File: src/rtl/ika87ad_opdec_queue.sv
// Prefix-folding opcode decode stage feeding a QDEPTH-entry queue toward the microcode sequencer.
// Latency 1 cycle byte->o_Q_* (0 with IKA87AD_DECQ_BYPASS_EN defined); o_BYTE_READY = !full & !i_FLUSH.
module ika87ad_opdec_queue #(
  parameter int QDEPTH = 4,
  parameter int SA_W   = 8,
  parameter int PAGE_W = 3
) (
  input  logic                      i_EMUCLK,
  input  logic                      i_RESET,
  input  logic                      i_FLUSH,
  input  logic [7:0]                i_BYTE,
  input  logic                      i_BYTE_VALID,
  output logic                      o_BYTE_READY,
  output logic [7:0]                o_LUT_OP,
  output logic [PAGE_W-1:0]         o_LUT_PAGE,
  input  logic [SA_W-1:0]           i_LUT_SA,
  output logic                      o_Q_VALID,
  input  logic                      i_Q_READY,
  output logic [7:0]                o_Q_OP,
  output logic [PAGE_W-1:0]         o_Q_PAGE,
  output logic [SA_W-1:0]           o_Q_SA,
  output logic [1:0]                o_Q_LEN,
  output logic                      o_PFX_PEND,
  output logic [$clog2(QDEPTH):0]   o_Q_COUNT
);

  localparam int PW = $clog2(QDEPTH);
  localparam int CW = PW + 1;

  typedef enum logic { ST_OPC = 1'b0, ST_PFX = 1'b1 } state_t;

  typedef struct packed {
    logic [PAGE_W-1:0] page;
    logic [7:0]        op;
    logic [SA_W-1:0]   sa;
    logic [1:0]        len;
  } entry_t;

  function automatic logic [PAGE_W-1:0] pfx_page(input logic [7:0] b);
    case (b)
      8'h48:   return PAGE_W'(1);
      8'h60:   return PAGE_W'(2);
      8'h64:   return PAGE_W'(3);
      8'h70:   return PAGE_W'(4);
      8'h74:   return PAGE_W'(5);
      default: return '0;
    endcase
  endfunction

  state_t            state_q, state_d;
  logic [PAGE_W-1:0] page_q, page_d;
  entry_t            mem_q [QDEPTH];
  entry_t            mem_d [QDEPTH];
  entry_t            hold_q, hold_d;
  logic [PW-1:0]     wr_ptr_q, wr_ptr_d, rd_ptr_q, rd_ptr_d;
  logic [CW-1:0]     count_q, count_d;

  logic              in_pfx, byte_is_pfx, byte_rdy, byte_acc;
  logic              push, wr, pop, bypass, q_nonempty, q_vld;
  logic [PAGE_W-1:0] byte_page;
  entry_t            new_ent, head;

  // FSM: state register
  always_ff @(posedge i_EMUCLK) begin
    if (i_RESET) begin
      state_q <= ST_OPC;
      page_q  <= '0;
    end else begin
      state_q <= state_d;
      page_q  <= page_d;
    end
  end

  // FSM: next state
  always_comb begin
    state_d = state_q;
    page_d  = page_q;
    if (i_FLUSH) begin
      state_d = ST_OPC;
      page_d  = '0;
    end else if (byte_acc) begin
      case (state_q)
        ST_OPC: if (byte_is_pfx) begin
          state_d = ST_PFX;
          page_d  = byte_page;
        end
        ST_PFX: begin
          state_d = ST_OPC;
          page_d  = '0;
        end
        default: state_d = ST_OPC;
      endcase
    end
  end

  // FSM: outputs
  always_comb begin
    in_pfx     = (state_q == ST_PFX);
    o_PFX_PEND = in_pfx;
    o_LUT_PAGE = in_pfx ? page_q : '0;
  end

  always_comb begin
    byte_page   = pfx_page(i_BYTE);
    byte_is_pfx = (byte_page != '0);
    q_nonempty  = (count_q != '0);
    byte_rdy    = (count_q != CW'(QDEPTH)) & ~i_FLUSH;
    byte_acc    = i_BYTE_VALID & byte_rdy;
    // In the PFX state the byte is always the opcode, even if it looks like a prefix.
    push        = byte_acc & (in_pfx | ~byte_is_pfx);
    new_ent     = '{page: o_LUT_PAGE, op: i_BYTE, sa: i_LUT_SA,
                    len: (in_pfx ? 2'd2 : 2'd1)};
`ifdef IKA87AD_DECQ_BYPASS_EN
    bypass      = push & ~q_nonempty & i_Q_READY & ~i_RESET;
`else
    bypass      = 1'b0;
`endif
    wr          = push & ~bypass;
    pop         = q_nonempty & i_Q_READY & ~i_FLUSH;
    q_vld       = q_nonempty | bypass;
    if (q_nonempty)  head = mem_q[rd_ptr_q];
    else if (bypass) head = new_ent;
    else             head = hold_q;
    // Keep the last presented entry so head fields stay stable while empty.
    hold_d      = q_vld ? head : hold_q;

    mem_d = mem_q;
    if (wr) mem_d[wr_ptr_q] = new_ent;

    if (i_FLUSH) begin
      wr_ptr_d = '0;
      rd_ptr_d = '0;
      count_d  = '0;
    end else begin
      wr_ptr_d = wr_ptr_q + PW'(wr);
      rd_ptr_d = rd_ptr_q + PW'(pop);
      count_d  = count_q + CW'(wr) - CW'(pop);
    end
  end

  always_ff @(posedge i_EMUCLK) begin
    if (i_RESET) begin
      wr_ptr_q <= '0;
      rd_ptr_q <= '0;
      count_q  <= '0;
      hold_q   <= '0;
    end else begin
      wr_ptr_q <= wr_ptr_d;
      rd_ptr_q <= rd_ptr_d;
      count_q  <= count_d;
      hold_q   <= hold_d;
    end
  end

  always_ff @(posedge i_EMUCLK) begin
    mem_q <= mem_d;
  end

  assign o_BYTE_READY = byte_rdy;
  assign o_LUT_OP     = i_BYTE;
  assign o_Q_VALID    = q_vld;
  assign o_Q_OP       = head.op;
  assign o_Q_PAGE     = head.page;
  assign o_Q_SA       = head.sa;
  assign o_Q_LEN      = head.len;
  assign o_Q_COUNT    = count_q;

endmodule

File: config.mk
export PLATFORM = sky130hd
export DESIGN_NAME = ika87ad_opdec_queue
export DESIGN_NICKNAME = d
export VERILOG_FILES = /design/src/rtl/ika87ad_opdec_queue.sv
export SDC_FILE = /design/constraint.sdc
export NUM_CORES = 1
export LEC_CHECK = 0
export ABC_AREA = 1
export BUFFER_PORTS_ARGS = -buffer_cell sky130_fd_sc_hd__buf_4
export CAP_MARGIN = 20
export CORE_UTILIZATION = 28
export DETAILED_ROUTE_END_ITERATION = 6
export PLACE_DENSITY = 0.52
export SLEW_MARGIN = 10
export SYNTH_ARGS = -nofsm -noshare
export SYNTH_HDL_FRONTEND = slang
export SYNTH_SLANG_ARGS = --single-unit
File: constraint.sdc
create_clock -name i_EMUCLK -period 2.9 [get_ports i_EMUCLK]
set_input_delay 0.145 -clock i_EMUCLK [delete_from_list [all_inputs] [get_ports i_EMUCLK]]
set_output_delay 0.145 -clock i_EMUCLK [all_outputs]
set_load 0.03 [all_outputs]
==> flow_metrics.py, run 1 <==
metrics = {
    "final_layout": {
        "final_cell_count_no_fill": 734,
        "fin_util_pct": 36.26,
        "syn_to_final_growth_pct": 25.81,
        "drive_gt1_share_pct": 24.12,
        "antenna_cells": 0,
        "nets": 527,
    },
    "clocking": {
        "h-tree-depth": 4,
        "cts-resized-gates": 0,
        "clock-sinks": 116,
        "cts_setup_buffers": 0,
        "insertion_delay_ps": 410,
        "cts_root_buf": "clkbuf_16",
        "cts_tree": "built",
        "clk_pin_slew_ps": 50,
        "ctsLongestPathBuffers": 2,
        "cts_buffers": 17,
    },
    "route": {
        "drt_iter0_drc": 259,
        "wl_per_cell_um": 14.61,
        "antenna_left": 0,
        "viasPerCell": 4.421,
        "drt-total-wl_mm": 10.73,
        "dr.pass1.iters": 4,
        "route.vias.total": 3245,
        "drc_errors": 0,
    },
    "critical_path": {
        "start_kind": "flop",
        "r2r_cells": 11,
        "end_kind": "flop",
        "worst-path-max-fanout": 11,
        "cpPeakStageDelay_ps": 540,
        "cpMaxStageDelayCell": "dfxtp_1",
        "critPathArrivalTime_ps": 2820,
        "cp_cell_sequence": "inv_1 -> nand2_1 -> nand2_4 -> ha_1 -> inv_1 -> ha_1 -> inv_1 -> fa_1 -> xnor2_1 -> or2_0 -> a21oi_1",
        "required_ps": 3240,
        "path_class": "reg2reg",
        "crit_top_cell": "inv_1",
    },
    "yosys": {
        "synth_top_area_cell": "edfxtp_1",
        "synth_ff_type": "edfxtp_1",
        "synth-edff-count": 84,
        "synth-seq-cells": 116,
        "synthArstFlopShare_pct": 0,
        "syn_inst": 430,
        "synth_top_area_share_pct": 52.40,
        "synth_area_leaders": "edfxtp_1, dfxtp_1, nand2_1",
        "synth.most_common_cell": "edfxtp_1",
        "ys_seq_area_share_pct": 65.71,
        "synth_area_um2": 4813,
        "postSynthAreaPerCell_um2": 11.19,
        "ys_types": 30,
        "syn_nets": 456,
        "yosys_warnings": 0,
        "yosys-top-cells-count": "edfxtp_1, nand2_1, nor2_1",
    },
    "pwr": {
        "power.net_switching_uw": 888.0,
        "p_seq_share_pct": 45.3,
        "power_switching_share_pct": 22.01,
        "peakVddDrop_uv": 463.1,
        "p_int_uw": 3146,
        "power_density_nw_per_um2": 666.2,
        "comb_power_share_pct": 8.4,
        "clkPwrFrac_pct": 46.3,
        "power.leakage_uw": 0.002371,
    },
    "die": {
        "initial_utilization_pct": 28.82,
        "io_pins": 59,
        "die_x_um": 133.1,
        "dieArea_um2": 17720,
        "core_um2": 16700,
        "fp.dieH_um": 133.1,
        "rows": 47,
    },
    "sta": {
        "slew_violations": 0,
        "skew_ps": 6.841,
        "rsz0062_at_grt": "false",
        "min_period_ps": 2485,
        "final.period_utilization_pct": 85.70,
        "setup_violations": 0,
        "worstMarginPinSlew_ps": 593.4,
        "relSlewSlack_pct": 60.39,
        "hold_viol": 0,
        "tns_ps": 0,
        "fmaxAchievable_mhz": 402.4,
        "worst_hold_slack_ps": 134.0,
    },
    "placed_design": {
        "hpwl_mm": 6.637,
        "io_buffers": 58,
        "routabilityCongestion": 0.7925,
        "dpl.cell_count": 686,
    },
    "grt": {
        "antenna_found_initial": 0,
        "overflow": 0,
        "grt_pass1_vias": 3248,
        "grt_max_degree": 43,
        "grt_use_total_pct": 13.33,
        "grt_pass1_wl_mm": 17.54,
    },
    "min_path": {
        "hp-class": "in2reg",
        "worstHoldPathCells": 2,
    },
    "status": {
        "status": "complete, no violations",
    },
    "flow_run": {
        "maxCapViolations": 0,
    },
}
-- cell families (layout without fill, tap and decap cells) --
kind of cell / Yosys count / in the layout / share of synthesized area, %
xor gates and xnor gates: 1 / 1 / 0.1820
and+or+nand+nor: 159 / 159 / 14.01
adders and majority gates: 5 / 5 / 1.456
AOI/OAI and AO/OA: 91 / 91 / 11.26
DFF: 116 / 116 / 65.71
buffers and inverters: 58 / 142 / 7.383
-- worst paths after layout --
check | from | endpoint | slack, ps
min | i_RESET | hold_q[20]$_SDFFE_PP0N_ | 130
max | o_PFX_PEND$_SDFFE_PP0P_ | o_Q_COUNT[2]$_SDFF_PP0_ | 410
max reg2reg | o_PFX_PEND$_SDFFE_PP0P_ | o_Q_COUNT[2]$_SDFF_PP0_ | 410
min reg2reg | page_q[0]$_SDFFE_PP0P_ | page_q[0]$_SDFFE_PP0P_ | 470
-- state kept, by name, summed over array words and instances, names as in the netlist --
name and cells:
o_PFX_PEND 1, mem_q 84, page_q 3, rd_ptr_q 2, o_Q_COUNT 3, wr_ptr_q 2, hold_q 21
-- layer usage --
metal	vias to the layer above	wire length, um	global-route usage, %
li1	1614	-	-
met5	-	0	0
met1	1563	4970	16.45
met3	13	372	3.957
met4	0	192	6.439
met2	55	5192	21.35
-- area by class of cell --
type                       count  area, um^2
tap                          220       275.3
clock inverter                 6       53.80
inverter                      27       106.4
multi-input combinational    256        1315
clock buffer                  26       479.2
timing repair buffer          83       663.1
fill                        1668       10650
sequential                   116        3163
-- worst max-delay path: cells and delay by family (launching register included) --
kind / cells / cell delay [ps]
XOR/XNOR: 1 / 150
AND/OR/NAND/NOR: 3 / 460
buffers and inverters: 3 / 340
flip-flops: 1 / 540
AO/OA/AOI/OAI: 1 / 130
adder cells (fa/ha/maj): 3 / 800
-- cells in the final DEF (no fill, tap or decap), types with 2 or more instances in the layout --
| master | instances |
|---|---|
| edfxtp_1 | 84 |
| nand2_1 | 83 |
| buf_4 | 67 |
| nor2_1 | 52 |
| o21ai_0 | 41 |
| dfxtp_1 | 32 |
| inv_1 | 24 |
| o22ai_1 | 21 |
| clkbuf_16 | 17 |
| a21oi_2 | 16 |
| dlygate4sd3_1 | 16 |
| a21oi_1 | 11 |
| clkbuf_1 | 7 |
| nand3_1 | 6 |
| nor3_2 | 5 |
| ha_1 | 4 |
| clkinv_2 | 4 |
| or2_2 | 3 |
| inv_2 | 2 |
| o21ai_1 | 2 |
| nand2_2 | 2 |
| nor3_1 | 2 |
| clkbuf_8 | 2 |
-- power by group through the flow --
stage | registers [uW] | logic, uW | clock network [uW]
2_1_floorplan | 1860 | 208 | 0
3_3_place_gp | 1860 | 324 | 0
3_5_place_dp | 1860 | 327 | 0
4_1_cts | 1820 | 346 | 1930
5_1_grt | 1830 | 372 | 2000
6_report | 1830 | 339 | 1870
-- timing repair --
action                                  in CTS  in global routing
hold buffers                                16                  0
endpoints found under the hold margin       64                  0
endpoints found under the setup margin       0                  0
-- metrics by stage --
stage	area, um^2	worst slack, ps	total power [uW]
after detailed placement	5363	419.3	2185
final	6056	414.8	4034
after global placement	5363	561.1	2180
after floorplan	4813	-92.54	2067
after CTS	6056	393.3	4101
after global routing	6056	187.5	4201
Power figures use the tool's default switching activity.
==> run 2, diff against run 1 <==
--- a/config.mk
+++ b/config.mk
@@ -8,6 +8,7 @@
 export ABC_AREA = 1
 export BUFFER_PORTS_ARGS = -buffer_cell sky130_fd_sc_hd__buf_4
 export CAP_MARGIN = 20
+export CORE_MARGIN = 5
 export CORE_UTILIZATION = 28
 export DETAILED_ROUTE_END_ITERATION = 6
 export PLACE_DENSITY = 0.52
==> constraint.sdc (replaced) <==
create_clock -name i_EMUCLK -period 2.9 [get_ports i_EMUCLK]
set_input_delay 0.435 -clock i_EMUCLK [delete_from_list [all_inputs] [get_ports i_EMUCLK]]
set_output_delay 0.435 -clock i_EMUCLK [all_outputs]
set_load 0.03 [all_outputs]
==> flow_metrics.py, run 2 (same netlist as run 1, synthesis figures left out) <==
metrics = {
    "min_path": {
        "hp-class": "in2reg",
    },
    "die": {
        "core_um2": 17060,
        "rows": 48,
        "fp.dieH_um": 141.1,
        "io_pins": 59,
        "die_x_um": 141.1,
        "initial_utilization_pct": 28.22,
        "dieArea_um2": 19910,
    },
    "pwr": {
        "total_power_uw": 4365,
        "power_density_nw_per_um2": 725.5,
        "power.leakage_uw": 0.002360,
        "peakVddDrop_uv": 400.5,
    },
    "critical_path": {
        "required_ps": 2470,
        "path_class": "reg2out",
        "end_kind": "output port",
        "cp_num_buf_inv": 2,
        "worst-path-max-fanout": 18,
        "cp_top_family": "flip-flops",
        "cpPeakStageDelay_ps": 700,
        "start_kind": "flop",
        "critPathArrivalTime_ps": 2300,
        "cpMaxStageDelayCell": "dfxtp_1",
        "cp_cell_sequence": "buf_4 -> o21ai_0 -> o22ai_1 -> nand2_1 -> nand2_1 -> buf_4",
    },
    "sta": {
        "timing.final.ws_setup_ps": 160.6,
        "hold_viol": 0,
        "relSlewSlack_pct": 59.74,
        "final.period_utilization_pct": 94.46,
        "worstMarginPinSlew_ps": 603.0,
        "setup_violations": 0,
        "tns_ps": 0,
        "min_period_ps": 2739,
        "slew_violations": 0,
        "rsz0062_at_grt": "false",
        "skew_ps": 8.148,
        "fmaxAchievable_mhz": 365.1,
    },
    "grt": {
        "grt_max_degree": 43,
        "grt_pass1_vias": 3146,
        "grt_pass1_wl_mm": 17.25,
        "antenna_found_initial": 0,
        "grt_use_total_pct": 11.40,
        "overflow": 0,
    },
    "final_layout": {
        "final_cell_mix": "edfxtp_1, nand2_1, buf_4",
        "nets": 513,
        "largest_reg_flops": 84,
        "nFillCells": 1680,
        "syn_to_final_growth_pct": 25.01,
        "antenna_cells": 0,
        "drive_gt1_share_pct": 26.20,
        "multi_input_area_um2": 1315,
        "stdcell_area_um2": 6017,
        "top_register": "mem_q",
        "mostFrequentLayoutCell": "edfxtp_1",
        "top_regs": "mem_q x84, hold_q x21",
        "ff_latch_area_um2": 3163,
    },
    "route": {
        "drt-total-wl_mm": 10.92,
        "dr.pass1.iters": 4,
        "drc_errors": 0,
        "route.vias.total": 3217,
        "wl_per_cell_um": 15.06,
        "viasPerCell": 4.437,
        "antenna_left": 0,
        "drt_iter0_drc": 188,
    },
    "clocking": {
        "cts_root_buf": "clkbuf_16",
        "h-tree-depth": 4,
        "cts-resized-gates": 0,
        "cts_hold_buf": 0,
        "insertion_delay_ps": 400,
        "cts_buffers": 17,
        "clock-sinks": 116,
        "cts_setup_buffers": 0,
        "ctsLongestPathBuffers": 2,
        "cts_tree": "built",
        "clk_pin_slew_ps": 50,
    },
    "flow_run": {
        "maxCapViolations": 0,
    },
    "placed_design": {
        "place_area_um2": 5384,
        "hpwl_mm": 6.998,
        "routabilityCongestion": 0.7246,
        "io_buffers": 58,
        "dp_slack_ps": 328.4,
    },
    "status": {
        "status": "complete, no violations",
    },
}
-- run 2: changes by cell type in the layout (fill, tap and decap cells not counted), sizes merged --
cell	before	now
dlygate4sd3	16	0
clkbuf	26	21
bufinv	1	5
buf	67	69
clkinvlp	0	1
-- run 2: cell type report --
type                    count  share of cell area (%)
flip-flops and latches    116                   52.57
multi-input cells         256                   21.85
repair buffers             69                   8.609
clock buffers              21                   7.486
well taps                 225                   4.679
clock inverters            11                   3.036
inverters                  27                   1.768
-- run 2: report_power, final --
part           internal (uW)  switching, uW
combinational            109            215
sequential              1810           12.4
clock                   1540            679
total                   3460            907
-- run 2: worst paths after layout --
check                          startpoint                 endpoint  slack [ps]  cells after the start
setup / recovery   rd_ptr_q[0]$_SDFF_PP0_                o_Q_OP[4]         160                      6
hold / removal                i_LUT_SA[1]       mem_q[3]$_DFFE_PP_         230                      1
setup reg to reg  o_Q_COUNT[1]$_SDFF_PP0_  o_Q_COUNT[2]$_SDFF_PP0_         450                     13
hold reg to reg    page_q[0]$_SDFFE_PP0P_   page_q[0]$_SDFFE_PP0P_         470                      2
-- run 2: routing by layer --
layer	routed length (um)	track usage, %
met1	5015	14.48
met2	5331	18.43
met3	428	3.087
met4	143	4.589
met5	0	0
-- run 2: stage by stage --
stage | hold slack, ps | utilization, % | std cells
after detailed placement | 460.8 | 31.57 | 693
final | 232.7 | 35.28 | 725
after CTS | 212.5 | 35.28 | 725
after floorplan | 439.9 | - | 430
after global routing | 214.2 | 35.28 | 725
after global placement | 453.1 | 31.57 | 693
